`config.mk`:
```
export PLATFORM = sky130hd
export DESIGN_NAME = regfile_pixio
export DESIGN_NICKNAME = d
export VERILOG_FILES = /design/src/rtl/regfile_pixio.sv
export SDC_FILE = /design/constraint.sdc
export NUM_CORES = 2
export LEC_CHECK = 0
export BUFFER_PORTS_ARGS = -buffer_cell sky130_fd_sc_hd__clkbuf_2
export CAP_MARGIN = 20
export CELL_PAD_IN_SITES_DETAIL_PLACEMENT = 0
export CELL_PAD_IN_SITES_GLOBAL_PLACEMENT = 2
export CORE_MARGIN = 5
export CORE_UTILIZATION = 50
export DETAILED_ROUTE_END_ITERATION = 6
export GPL_ROUTABILITY_DRIVEN = 0
export MAX_ROUTING_LAYER = met4
export PLACE_DENSITY_LB_ADDON = 0.1
export SYNTH_ARGS = -nofsm -noshare
export SYNTH_HDL_FRONTEND = slang
export SYNTH_SLANG_ARGS = --single-unit
export TNS_END_PERCENT = 5
```
`constraint.sdc`:
```
create_clock -name clk -period 72.5 [get_ports clk]
set_input_delay 10.875 -clock clk [delete_from_list [all_inputs] [get_ports clk]]
set_output_delay 10.875 -clock clk [all_outputs]
set_load 0.005 [all_outputs]
```
`src/rtl/regfile_pixio.sv`:
```
// regfile_pixio: 2^ADDR_W x DATA_W register file with memory-mapped pixel input slot, output strobe and index.
// Define REGFILE_BYPASS_EN to forward same-cycle core writes to the read ports.
module regfile_pixio #(
    parameter int DATA_W  = 32,
    parameter int ADDR_W  = 5,
    parameter int PIX_W   = 12,
    parameter int IDX_REG = 11,
    parameter int IMG_REG = 12,
    parameter int WTR_REG = 13,
    parameter int OUT_REG = 14
) (
    input  logic              clk,
    input  logic              rst,
    input  logic              we,
    input  logic [ADDR_W-1:0] waddr,
    input  logic [DATA_W-1:0] wdata,
    input  logic [ADDR_W-1:0] raddr1,
    input  logic [ADDR_W-1:0] raddr2,
    output logic [DATA_W-1:0] rdata1,
    output logic [DATA_W-1:0] rdata2,
    input  logic              pix_in_valid,
    output logic              pix_in_ready,
    input  logic [PIX_W-1:0]  img_in,
    input  logic [PIX_W-1:0]  wtr_in,
    output logic [PIX_W-1:0]  pix_out,
    output logic              pix_out_valid,
    output logic [PIX_W-1:0]  pix_index
);
    localparam int N = 2 ** ADDR_W;
    localparam logic [ADDR_W-1:0] IDX_A = ADDR_W'(IDX_REG);
    localparam logic [ADDR_W-1:0] IMG_A = ADDR_W'(IMG_REG);
    localparam logic [ADDR_W-1:0] WTR_A = ADDR_W'(WTR_REG);
    localparam logic [ADDR_W-1:0] OUT_A = ADDR_W'(OUT_REG);

    logic [DATA_W-1:0] regs_q [N];
    logic [DATA_W-1:0] regs_d [N];
    logic              pending_q, pending_d;
    logic              pix_out_valid_q, pix_out_valid_d;
    logic [PIX_W-1:0]  pix_out_q, pix_out_d;
    logic              commit, capture;

    assign commit  = we && waddr == OUT_A;
    assign capture = pix_in_valid && !pending_q;

    // Capture is applied last so it overrides a same-edge core write to IMG/WTR.
    always_comb begin
        regs_d          = regs_q;
        pending_d       = pending_q;
        pix_out_d       = pix_out_q;
        pix_out_valid_d = 1'b0;
        if (we && waddr != '0)
            regs_d[waddr] = wdata;
        if (commit) begin
            pix_out_d       = wdata[PIX_W-1:0];
            pix_out_valid_d = 1'b1;
            regs_d[IDX_A]   = regs_q[IDX_A] + DATA_W'(1);
            pending_d       = 1'b0;
        end
        if (capture) begin
            regs_d[IMG_A] = DATA_W'(img_in);
            regs_d[WTR_A] = DATA_W'(wtr_in);
            pending_d     = 1'b1;
        end
    end

    always_ff @(posedge clk or posedge rst) begin
        if (rst) begin
            regs_q          <= '{default: '0};
            pending_q       <= 1'b0;
            pix_out_q       <= '0;
            pix_out_valid_q <= 1'b0;
        end else begin
            regs_q          <= regs_d;
            pending_q       <= pending_d;
            pix_out_q       <= pix_out_d;
            pix_out_valid_q <= pix_out_valid_d;
        end
    end

`ifdef REGFILE_BYPASS_EN
    assign rdata1 = (we && waddr != '0 && raddr1 == waddr) ? wdata : regs_q[raddr1];
    assign rdata2 = (we && waddr != '0 && raddr2 == waddr) ? wdata : regs_q[raddr2];
`else
    assign rdata1 = regs_q[raddr1];
    assign rdata2 = regs_q[raddr2];
`endif

    assign pix_in_ready  = !pending_q;
    assign pix_out       = pix_out_q;
    assign pix_out_valid = pix_out_valid_q;
    assign pix_index     = regs_q[IDX_A][PIX_W-1:0];
endmodule

```
==> results_dict.tcl <==
set metrics [dict create \
    fin_crit_sh 0.3502 \
    synthFlopType "dfrtp_1" \
    worst_setup_path_end_kind "output pin" \
    syn_area_um2 54130 \
    grt_pass1_wl_mm 262.0 \
    max_cap_viol_count 0 \
    p_int_uw 1227 \
    finalCriticalPeriod_ns 25.39 \
    syn_inst 3733 \
    synthAdderAreaFrac 0.0002312 \
    drc 0 \
    start_util 0.5042 \
    synth.net_count 3809 \
    core_area_um2 107400 \
    ir_drop_v 0.00001893 \
    vias_per_cell 6.945 \
    hold_buffers 0 \
    clkTransAtPathRegs_ns 0.06 \
    drive_gt1_frac 0.4884 \
    ys_seq_elements 1038 \
    num_rows 120 \
    power_leakage_uw 0.02566 \
    fin_skew_ns 0.02008 \
    synth_top_family_by_area "multiplexers" \
    io_buffers 164 \
    clkLatencyLatePin_ns 0.71 \
    criticalPathCategory "in2out" \
    antenna_found_initial 5 \
    area_growth_pct 9.644 \
    start_kind "input pin" \
    synth-simple-area-share 0.04140 \
    chipWidth_um 339.0 \
    grt_max_degree 195 \
    muxShareOfSynthArea 0.3979 \
    io-pin-count 165 \
    outcome "complete, no violations" \
    grt_pass1_vias 37370 \
    nNetsFinal 3738 \
    hold_viol_final 0 \
    totalWireLength_mm 177.8 \
    synth.most_common_cell "dfrtp_1" \
    synth_area_leaders "dfrtp_1, mux4_2, mux2_2" \
    cts_made_buffers 116 \
    final_util 0.5528 \
    synth-compound-area-share 0.04374 \
    hpwlAfterDp_mm 101.1 \
    seqPwrFrac 0.464 \
    fmax_mhz 39.39 \
    relSlewSlack 0.1674 \
    worstMarginPinSlew_ns 1.249 \
    multiInputGateArea_um2 26340 \
    synth_cell_type_count 64 \
    drt_first_iter_violations 3371 \
    clkPwrFrac 0.340 \
    dp_slack_ns 46.85 \
    postCtsSetupBuffers 0 \
    finalPower_uw 1694 \
    avgSynthCellArea_um2 14.50 \
    cts_root_buffer "clkbuf_16" \
    cts_tree "yes" \
    grt_usage 0.3173 \
    synth_common_cells "dfrtp_1, mux2_2, mux4_2" \
    synth_top_area_cell "dfrtp_1" \
    drv_slew 0 \
    netlist.area_leader.share 0.4799 \
    die_y_um 339.0 \
    rsz0062_at_grt "no" \
    worstHoldPathType "reg2reg" \
    cp.arrival_ns 14.51 \
    p_sw_frac 0.2757 \
    critical_path_required_ns 61.63 \
    dieArea_um2 114900 \
    synth_enable_flop_cells 0 \
    tns_ns 0 \
    htree_num_levels 3 \
    power_density_nw_per_um2 28.54 \
    detail_route.wl_per_cell_um 34.47 \
    drt_first_pass_iters 5 \
    ant_nets 0 \
    grt_overflow 0 \
    clock_path_buffers 3 \
    vias 35830 \
    finalWorstSetupSlack_ns 47.11 \
    numClockSinks 1038 \
    ys_seq_area_frac 0.4799 \
    cts-resized-gates 0 \
    setup_viol 0 \
    async_flop_share 1.000 \
    ys_warn_count 0 \
    switchingPower_uw 466.9 \
    num-fill-cells 8618 \
    synthXorXnorAreaFrac 0 \
    combPwrFrac 0.196 \
    seq_area_um2 25970 \
    cp_max_fo 64 \
]
==> sequential cells by signal (all words and copies together) (netlist names) <==
name / count
pending_q: 1
regs_q: 1012
pix_out: 12
pix_out_valid: 1
pix_index: 12
==> final cells by class <==
type,count,share of cell area
timing repair buffer,243,0.02602
sequential,1038,0.4377
antenna,3,0.0001265
inverter,8,0.0008644
tap,1403,0.02958
multi-input combinational,2255,0.4438
clock inverter,22,0.002888
clock buffer,187,0.05903
==> critical path, cell delays in order <==
cell and delay, ns:
buf_8 0.57, buf_4 0.68, buf_4 0.84, mux4_2 0.37, o22ai_1 0.08, nor4_1 0.74, clkbuf_2 0.24
==> power groups by stage <==
stage	logic, uW	registers [uW]	clock network, uW
floorplan	266	760	0
global placement	322	779	0
detailed placement	332	793	0
CTS	333	783	586
global route	357	799	609
finish	331	787	576
==> final timing paths <==
path / cells after the start / from / to / slack (ns)
worst max-delay path: 7 / raddr1[1] / rdata1[31] / 47.11
worst max register to register: 6 / pix_index[0] / regs_q[660] / 69.91
max in group asynchronous: 5 / rst / regs_q[172] / 59.17
worst min-delay path: 0 / regs_q[994] / regs_q[994] / 0.40
worst min register to register: 0 / regs_q[994] / regs_q[994] / 0.40
min in group asynchronous: 2 / rst / regs_q[798] / 10.32
==> metal layers <==
metal	track usage	vias to the layer above	wire (um)	share of wire
met4	0.1037	0	6596	0.037
li1	-	14300	-	-
met1	0.4384	19610	75010	0.42
met2	0.4797	1550	82870	0.47
met3	0.06243	373	13370	0.075
met5	-	-	0	0
==> per-stage QoR <==
step / cells / area [um2] / hold WS [ns]
after global routing: 5159 / 59350 / 0.4094
after detailed placement: 4945 / 55610 / 0.3836
after global placement: 4945 / 55610 / 0.3766
after CTS: 5154 / 59280 / 0.3963
final: 5159 / 59350 / 0.3952
after floorplan: 3733 / 54130 / 0.4413
==> logic make-up (layout without fill, tap and decap cells) <==
logic type / Yosys count / after routing
simple gates: 470 / 470
flops: 1038 / 1038
other cells: 0 / 3
buf+inv: 440 / 460
mux: 1402 / 1402
compound gates: 382 / 382
fa+ha+maj: 1 / 1
==> cell usage in the layout (no fill, tap or decap), types with 25 or more instances in the layout <==
master        n
clkbuf_16   119
clkbuf_8     27
clkbuf_2    160
mux2_2      853
mux2i_1      25
o21ai_0      35
a21oi_1      48
buf_4        73
nor4_1       66
mux4_2      508
dfrtp_1    1038
nand2_1     263
o22ai_1     257
clkbuf_1     41
Note: power is estimated with default switching activity, not from simulation.
